--- src/rtl/alu_mul_sequencer.sv ---
// alu_mul_sequencer: iterative shift-add unsigned multiplier that borrows the
// shared datapath ALU for WIDTH add cycles and stalls the datapath while busy.
// Optional feature macro: ALU_MUL_ZERO_SKIP_EN -- when defined, a start with a
// zero operand jumps straight to DONE with a zero product and never takes the ALU.
module alu_mul_sequencer #(
    parameter int WIDTH = 32,
    parameter int CNT_W = 6
) (
    input  logic             clk,
    input  logic             reset,
    input  logic             start,
    input  logic [WIDTH-1:0] mcand,
    input  logic [WIDTH-1:0] mplier,
    input  logic [3:0]       dp_alu_ctr,
    input  logic [WIDTH-1:0] dp_alu_a,
    input  logic [WIDTH-1:0] dp_alu_b,
    input  logic [WIDTH-1:0] alu_sum,
    input  logic             alu_cout,
    output logic [3:0]       alu_ctr,
    output logic [WIDTH-1:0] alu_a,
    output logic [WIDTH-1:0] alu_b,
    output logic             busy,
    output logic             done,
    output logic [WIDTH-1:0] product_hi,
    output logic [WIDTH-1:0] product_lo
);

    typedef enum logic [1:0] {
        IDLE,
        RUN,
        DONE
    } state_t;

    localparam logic [3:0]       ALU_ADD   = 4'b0010;
    localparam logic [CNT_W-1:0] LAST_ITER = CNT_W'(WIDTH - 1);

    state_t           state_q, state_d;
    logic [CNT_W-1:0] count_q, count_d;
    logic [WIDTH-1:0] mcand_q, mcand_d;
    logic [WIDTH-1:0] phi_q, phi_d;
    logic [WIDTH-1:0] plo_q, plo_d;
    logic             startAcc;
    logic             zeroOp;

    assign startAcc = (state_q == IDLE) && start;

`ifdef ALU_MUL_ZERO_SKIP_EN
    assign zeroOp = (mcand == '0) || (mplier == '0);
`else
    assign zeroOp = 1'b0;
`endif

    // State register; reset aborts any run and returns to IDLE.
    always_ff @(posedge clk) begin
        if (reset) begin
            state_q <= IDLE;
        end else begin
            state_q <= state_d;
        end
    end

    // Next-state logic: IDLE -> RUN (or DONE on a skipped zero operand),
    // RUN -> DONE on the last iteration, DONE always returns to IDLE.
    always_comb begin
        state_d = state_q;
        case (state_q)
            IDLE:    if (start) state_d = zeroOp ? DONE : RUN;
            RUN:     if (count_q == LAST_ITER) state_d = DONE;
            DONE:    state_d = IDLE;
            default: state_d = IDLE;
        endcase
    end

    // Output logic: the ALU is ours only in RUN; otherwise the datapath
    // controls pass straight through with no added latency.
    always_comb begin
        alu_ctr = dp_alu_ctr;
        alu_a   = dp_alu_a;
        alu_b   = dp_alu_b;
        busy    = (state_q != IDLE);
        done    = (state_q == DONE);
        if (state_q == RUN) begin
            alu_ctr = ALU_ADD;
            alu_a   = phi_q;
            alu_b   = plo_q[0] ? mcand_q : '0;
        end
    end

    // Datapath next values: load operands on an accepted start, then each RUN
    // cycle shift the ALU sum (with its carry on top) right into the product.
    always_comb begin
        count_d = count_q;
        mcand_d = mcand_q;
        phi_d   = phi_q;
        plo_d   = plo_q;
        if (startAcc) begin
            mcand_d = mcand;
            phi_d   = '0;
            plo_d   = zeroOp ? '0 : mplier;
            count_d = '0;
        end else if (state_q == RUN) begin
            phi_d   = {alu_cout, alu_sum[WIDTH-1:1]};
            plo_d   = {alu_sum[0], plo_q[WIDTH-1:1]};
            count_d = count_q + 1'b1;
        end
    end

    // Datapath registers; the product halves are cleared by reset.
    always_ff @(posedge clk) begin
        if (reset) begin
            count_q <= '0;
            mcand_q <= '0;
            phi_q   <= '0;
            plo_q   <= '0;
        end else begin
            count_q <= count_d;
            mcand_q <= mcand_d;
            phi_q   <= phi_d;
            plo_q   <= plo_d;
        end
    end

    assign product_hi = phi_q;
    assign product_lo = plo_q;

endmodule

--- config.mk ---
export PLATFORM = sky130hd
export DESIGN_NAME = alu_mul_sequencer
export DESIGN_NICKNAME = d
export VERILOG_FILES = /design/src/rtl/alu_mul_sequencer.sv
export SDC_FILE = /design/constraint.sdc
export NUM_CORES = 1
export LEC_CHECK = 0
export ABC_AREA = 1
export ABC_CLOCK_PERIOD_IN_PS = 1600
export BUFFER_PORTS_ARGS = -buffer_cell sky130_fd_sc_hd__buf_2
export CAP_MARGIN = 5
export CORE_ASPECT_RATIO = 1.2
export CORE_MARGIN = 10
export CORE_UTILIZATION = 25
export DETAILED_ROUTE_END_ITERATION = 10
export PLACE_DENSITY = 0.62
export SETUP_SLACK_MARGIN = 0.2
export SLEW_MARGIN = 30
export SYNTH_ARGS = -nofsm -noshare
export SYNTH_HDL_FRONTEND = slang
export SYNTH_SLANG_ARGS = --single-unit
--- constraint.sdc ---
create_clock -name clk -period 1.6 [get_ports clk]
set_clock_uncertainty 0.05 [all_clocks]
set_input_delay 0.08 -clock clk [delete_from_list [all_inputs] [get_ports clk]]
set_output_delay 0.08 -clock clk [all_outputs]
set_load 0.03 [all_outputs]
### Word-level counts from Yosys, hierarchy flattened

Index checks and enable logic that the tools add are counted.

| word-level totals | value |
|---|---|
| bits in registers | 104 |
| bits of input ports | 168 |
| output and inout port bits | 134 |
| word-level logic and storage cells | 26 |

| cells by class | value |
|---|---|
| add/sub/neg operators | 1 |
| eq/ne operators | 5 |
| muxes and demuxes | 9 |
| reductions and logical operators | 6 |

Operators with widths:

| kind | number |
|---|---|
| 32-bit two-way mux | 5 |
| 6-bit by 1-bit adder with 6-bit output (second input constant) | 1 |
| 6-bit by 5-bit equality test with 1-bit output (second input constant) | 1 |
| 2-bit two-way mux | 2 |
| 4-bit two-way mux | 1 |
| 2-bit != test (second input constant) | 2 |
| 2-bit case mux with 2 select lines | 1 |
| 2-bit nonzero test | 2 |
| 2-bit by 1-bit equality test with 1-bit output (second input constant) | 1 |
| 2-bit equality test (second input constant) | 1 |
| 2-bit logical NOT | 1 |
| 2-bit AND reduction | 1 |
| 2-bit OR reduction | 1 |
| 1-bit logical AND | 1 |

### Longest topological paths before layout

Gate-level depths: netlist (run 1).

| depth | value |
|---|---|
| depth after elaboration | 3 |
| depth in mapped cells | 7 |
| mapped depth without buffers | 6 |

### Worst setup path after synthesis (run 1)

Ideal clock, no wire load.

| timing | value |
|---|---|
| path kind | reg-to-output |
| start point | reg plo_q[0], in the netlist product_lo[0] |
| end point | out alu_b[10] |
| arrival | 1319 ps |
| data required time | 1470 ps |
| slack | 151 ps |
| stages on the path, launching flop included | 5 |
| path buffers | 2 |
| path through | dfxtp_1 -> buf_1 -> clkbuf_1 -> nand3_1 -> nand2_1 |

| on the way | value |
|---|---|
| word-level cells in the longest chain between the ends | 2 |

RTL lines:

| what | line | source |
|---|---|---|
| start, declared | 41 | `logic [WIDTH-1:0] plo_q, plo_d;` |
| start signal, assigned | 119 | `plo_q <= plo_d;` |
| 32-bit two-way mux | 85 | `alu_b = plo_q[0] ? mcand_q : '0;` |
| 32-bit two-way mux | 82 | `if (state_q == RUN) begin` |
| end, declared | 21 | `output logic [WIDTH-1:0] alu_b,` |

No other way between the ends.

### Final worst setup path (run 1)

| timing | value |
|---|---|
| start point | reg state_q[0] |
| end point | out alu_b[29] |

| on the way | value |
|---|---|
| word-level cells in the longest chain between the ends | 2 |

RTL lines:

| what | line | source |
|---|---|---|
| start, declared | 37 | `state_t state_q, state_d;` |
| start signal, assigned | 58 | `state_q <= state_d;` |
| 2-bit by 1-bit equality test with 1-bit output | 82 |  |
| 32-bit two-way mux | 82 |  |

No other way between the ends.

==> results.md, run 1 <==
- Synth top area cells: dfxtp_1 (44%), nand2_1 (24%), nand3_1 (7.1%)
- RSZ-0062 raised after global routing: true
- Tot GR Track Use: 0.185
- Syn_nets: roughly 900
- Min-Delay Endpoint: mcand_q[10]
- F_max: between 0.5 and 0.6 GHz
- Finished layout cell area: about 10000 um^2
- Combinational group share of total power: 0.349
- Dpl cell area: between 6000 and 7000 um^2
- Min-delay src: reset
- Worst Hold Slack: around 190 ps
- Std-Cell Rows: 55
- # port buffers: 301
- I/O pin total: between 300 and 400
- Critical Path Start Type: register
- Clk sink count: around 100
- Actual slew at the worst max-slew pin: 437 ps
- Starting Density: 0.253
- Die area: around 25000 um^2
- Internal: 5.29 mW
- Clk root buf: clkbuf_16
- Pwr dens: around 770 nW/um^2
- Slew Limit Headroom: 0.708
- Crit-path max FO: 8
- Placer Congestion: 0.869
- DRC violations left: 0
- Largest net degree at the start of global routing: 39
- Number of global-route vias before repair: approximately 6800
- Synthesis-to-layout area growth: 120%
- Synth warn: 0
- Initial DRC count: approximately 450
- Vias: a little under 7000
- Critical path, cell by cell: inv_2 > nor2_4 > buf_8 > buf_12 > buf_16 > nand3_1 > nand2_1 > buf_6
- Final setup viols: 65
- Layout cell share with drive strength beyond 1: 0.519
- CP required: between 1000 and 1500 ps
- Top cell type's share of synthesized area: 0.440
- 1st-pass router iterations: 4
- Nets: approximately 1300
- Crit Reg-Reg Startpoint: state_q[0]
- Part of the power in the clock network: 0.293
- Max clock buf depth: 2
- Final worst path period need: between 1500 and 2000 ps
- Tcrit/Tclk final: 1.10
- Reg power frac: 0.358
- DR vias/cell: around 4.8
- CP Capture Type: output pin
- ANT nets after route: 0
- Htree depth: 3
- Max incr delay on CP: about 350 ps
- Final Max Tran Viols: 0
- Core ar.: 18700 um^2
- Worst reg-to-reg path cell count: 10
- Placed cells: approximately 1200
- R2r setup slk: 10 ps
- GRT overflow: 0
- Area of the multi-input gates: ~3300 um^2
- Outcome: finished, violations left
- Peak VDD IR: ~0.47 mV
- Layout Cells excl Fill: approximately 1400
- TNS Setup: -5510 ps
- Avg Cell Area, Syn: ~6.5 um^2
- First-pass GRT wire length: around 37 mm
- FF/Latch Area: roughly 2100 um^2
- Final Hold Fails: 0
- Failing checks: setup timing
- Arrival @ worst endpoint: between 1500 and 2000 ps
- Mapped Area: between 4000 and 5000 um^2
- Die height: 171 um
- Num CTS Buffers: 9
- Final HPWL DP: ~15 mm
- Library cells used by synthesis: 20
- DR WL/cell: approximately 20 um
- Die W: around 150 um
- Max cap viols: 0
- Clk_lat worst skew: between 300 and 400 ps
- Switching share of power: 0.338
- Final worst slack: -158 ps
- Synth area leader: dfxtp_1
- Hold Path Class: in -> reg
- Final WL: around 28 mm
- Lkg Pwr: 4.86 nW
- NetSw: ~2.7 mW
- Initial antenna violation count: 2
- # fillers: approximately 1600
- Commonest non-fill, non-tap cell in the layout: buf_2
- Place WS: roughly 170 ps
- Seq/Total Area, Yosys: 0.440
- Cells after Synth: around 730
- Worst Hold Depth: 4
- Worst setup path class: reg -> out
- Clock-pin slew on the worst setup and hold paths: ~80 ps
- Most frequent cells in the layout: buf_2 (233), nand2_1 (214), dfxtp_1 (102)
- Worst r2r dst: product_lo[22]
- Crit path max-delay cell type: dfxtp_2
- Synth Register Bits: 104
- CTS tree: yes
[synth_stat cells]
master,instances
nand2_1,300
dfxtp_1,104
nor2_1,73
nand3_1,67
a21oi_1,36
o21ai_0,35
a31oi_1,33
clkbuf_1,26
buf_2,25
inv_1,12
buf_1,3
inv_2,2
nor2_2,2
or2_2,2
buf_4,1
ha_1,1
nand2_2,1
nor3_1,1
nor3b_1,1
o21ai_1,1
[registers in the layout, summed over array words and instances, names as in the netlist]
name	flops
count_q	6
mcand_q	32
product_hi	32
product_lo	32
state_q	2
[through the flow]
step	total power [mW]	utilization
5_1_grt	8.31	0.555
3_5_place_dp	4.48	0.351
6_report	7.99	0.556
4_1_cts	7.47	0.476
3_3_place_gp	4.47	0.351
2_1_floorplan	3.84	-
[logic make-up (layout without fill, tap and decap cells)]
logic type / count (synthesis) / in the layout / share of synthesized area
AO/OA/AOI/OAI: 105 / 105 / 0.120
other: 0 / 4 / 0
buffers and inverters: 69 / 503 / 0.0621
flip-flops: 104 / 104 / 0.440
adder cells (fa/ha/maj): 1 / 1 / 0.00264
AND/OR/NAND/NOR: 447 / 447 / 0.376
[repair_timing]
action,4_1_cts,5_1_grt
resized for setup,199,273
pin swaps,14,94
endpoints found under the setup margin,69,165
hold buffers,96,1
hold endpoints to repair,95,1
buffers inserted,14,12
gates cloned,12,21
[routing by layer]
metal | up-vias | global-route usage | share of wire
li1 | 3225 | - | -
met1 | 3247 | 0.216 | 0.42
met2 | 348 | 0.315 | 0.48
met3 | 66 | 0.0502 | 0.064
met4 | 0 | 0.0801 | 0.035
met5 | - | 0 | 0
[power by group through the flow]
stage | clock, mW | sequential (mW) | combinational [mW]
after floorplan | 0 | 3.04 | 0.808
after CTS | 2.38 | 2.84 | 2.24
after global placement | 0 | 2.90 | 1.57
after detailed placement | 0 | 2.90 | 1.58
final | 2.34 | 2.86 | 2.79
after global routing | 2.49 | 2.88 | 2.94
[layout make-up]
type                       count  share of cell area
clock buffer                  11              0.0233
antenna                        4            0.000963
timing repair buffer         473               0.417
clock inverter                 5             0.00602
multi-input combinational    553               0.314
inverter                      14             0.00794
sequential                   104               0.201
tap                          256              0.0308
[critical path, delay by kind of cell, from the launching register on]
kind / cells / cell delay (ps)
buf+inv: 5 / 580
flops: 1 / 350
simple gates: 3 / 340
[worst max path at each step]
stage / start / slack (ps) / end
floorplan: state_q[0] / 240 / alu_b[16]
global placement: state_q[0] / 180 / alu_b[5]
detailed placement: state_q[0] / 170 / alu_b[5]
CTS: state_q[0] / -140 / alu_b[26]
global route: state_q[0] / -240 / alu_b[29]
finish: state_q[0] / -160 / alu_b[29]
(Power assumes the default switching activity.)
==> run 2, diff against run 1 <==
--- a/config.mk
+++ b/config.mk
@@ -9,11 +9,14 @@
 export ABC_CLOCK_PERIOD_IN_PS = 1600
 export BUFFER_PORTS_ARGS = -buffer_cell sky130_fd_sc_hd__buf_2
 export CAP_MARGIN = 5
+export CELL_PAD_IN_SITES_DETAIL_PLACEMENT = 1
+export CELL_PAD_IN_SITES_GLOBAL_PLACEMENT = 2
 export CORE_ASPECT_RATIO = 1.2
 export CORE_MARGIN = 10
-export CORE_UTILIZATION = 25
+export CORE_UTILIZATION = 21
+export CTS_BUF_LIST = sky130_fd_sc_hd__clkbuf_8
 export DETAILED_ROUTE_END_ITERATION = 10
-export PLACE_DENSITY = 0.62
+export PLACE_DENSITY = 0.92
 export SETUP_SLACK_MARGIN = 0.2
 export SLEW_MARGIN = 30
 export SYNTH_ARGS = -nofsm -noshare
==> results.md, run 2 (synthesis gave the netlist of run 1 again) <==
- Std-Cell Rows: 60
- Starting Density: 0.212
- Placer Congestion: ~0.78
- Initial antenna violation count: 5
- RSZ-0062 raised after global routing: true
- Global route hottest layer: met2
- Final worst path period need: ~1800 ps
- 1st-pass router iterations: 6
- F_max: approximately 0.55 GHz
- Outcome: finished, violations left
- Synthesis-to-layout area growth: 106%
- Clk sink count: ~100
- Max clock buf depth: 2
- Core ar.: approximately 22000 um^2
- Actual slew at the worst max-slew pin: 424 ps
- CP Capture Type: output pin
- DR WL/cell: 19.7 um
- Initial DRC count: between 200 and 250
- Nets: between 1000 and 1500
- Final setup viols: between 60 and 70
- Max cap viols: 0
- TNS Setup: -9490 ps
- Commonest non-fill, non-tap cell in the layout: nand2_1
- Worst setup path class: reg -> out
- Failing checks: setup timing
- Hold Path Class: in -> reg
- # fillers: between 2000 and 3000
- Tot GR Track Use: 0.169
- Met2 usage: 0.320
- Final Max Tran Viols: 0
- Die area: 29000 um^2
- Num CTS Buffers: 9
- Largest net degree at the start of global routing: 36
- I/O pin total: roughly 300
- Number of global-route vias before repair: 7135
- First-pass GRT wire length: 38.9 mm
- Layout cell share with drive strength beyond 1: 0.445
- Peak VDD IR: around 0.33 mV
- # port buffers: between 300 and 400
- DRC violations left: 0
- Htree depth: 3
- Slew Limit Headroom: 0.717
- Place WS: between 70 and 80 ps
- DR vias/cell: approximately 4.6
- Critical Path Start Type: register
- Clock-pin slew on the worst setup and hold paths: ~110 ps
- Final worst slack: -226 ps
- Arrival @ worst endpoint: about 1700 ps
- Clk root buf: clkbuf_8
- GRT overflow: 0
- CP required: 1470 ps
- Grt met1 use: 0.170
- Vias: approximately 6700
- GR Util met3: 0.0401
- Tcrit/Tclk final: 1.14
- CTS tree: yes
- Lkg Pwr: ~4.6 nW
- Placed cells: around 1300
- Clk_lat worst skew: roughly 380 ps
- Final Hold Fails: 0
- Final WL: 28.5 mm
- Die height: 184 um
- Layout Cells excl Fill: ~1400
- Final HPWL DP: about 17 mm
- Crit-path max FO: 10
- Most frequent cells in the layout: nand2_1 (247), buf_2 (232), dfxtp_1 (102)
- ANT nets after route: 0
- Die W: roughly 160 um
- Pwr dens: 737 nW/um^2
run 2: cell count changes in the layout (fill, tap and decap cells not counted), sizes merged:
cell      change
bufbuf        +1
clkinv        +2
buf          +12
clkbuf        -9
clkinvlp      -1
diode         +1
run 2: through the flow:
| step | hold slack [ps] | total power [mW] | instance area [um^2] | util |
|---|---|---|---|---|
| floorplan | 178 | 3.84 | 4740 | - |
| global placement | 279 | 4.50 | 6700 | 0.300 |
| detailed placement | 290 | 4.53 | 6700 | 0.300 |
| CTS | 69.1 | 6.91 | 8870 | 0.398 |
| global route | 154 | 7.58 | 9770 | 0.438 |
| finish | 142 | 7.20 | 9770 | 0.438 |
run 2: power by group:
| part | switching, mW | leakage (nW) | internal [mW] |
|---|---|---|---|
| clock network | 1.02 | 0.0961 | 0.729 |
| registers | 0.124 | 0.854 | 2.74 |
| logic | 1.38 | 3.64 | 1.21 |
run 2: area by class of cell:
cell class / count / area [um^2] / area share
Clock inverter: 6 / 68.8 / 0.00705
Clock buffer: 9 / 124 / 0.0127
Antenna cell: 5 / 12.5 / 0.00128
Multi-Input combinational cell: 553 / 2830 / 0.290
Inverter: 14 / 82.6 / 0.00846
Sequential cell: 104 / 2080 / 0.213
Timing Repair Buffer: 479 / 4210 / 0.431
Tap cell: 279 / 349 / 0.0357
run 2: final timing paths:
check                      from  cells after the start             to  slack [ps]
hold / removal            reset                      4    mcand_q[24]         140
setup reg to reg     state_q[0]                      7  product_lo[6]          20
setup / recovery     state_q[0]                      8      alu_b[30]        -230
hold reg to reg   product_hi[9]                      2  product_hi[9]         430
run 2: routing by layer:
metal	wire length (um)	up-vias
li1	-	3217
met5	0	-
met4	826	0
met2	15500	222
met3	1460	57
met1	10700	3176
run 2: timing repair:
item                                   CTS  global route
endpoints found under the hold margin   96             0
gates cloned                             9            15
hold buffers                            97             0
buffers inserted                        16            11
setup endpoints to repair               86           162
gates resized for setup                208           148
pin swaps                               14            36
run 2: worst max-delay path: stages (launching register included):
cell       delay (ps)
dfxtp_2           360
inv_2              50
nor2_4            150
buf_6             170
inv_12             70
clkbuf_16         170
nand2_1            80
nand2_1            90
buf_6             150
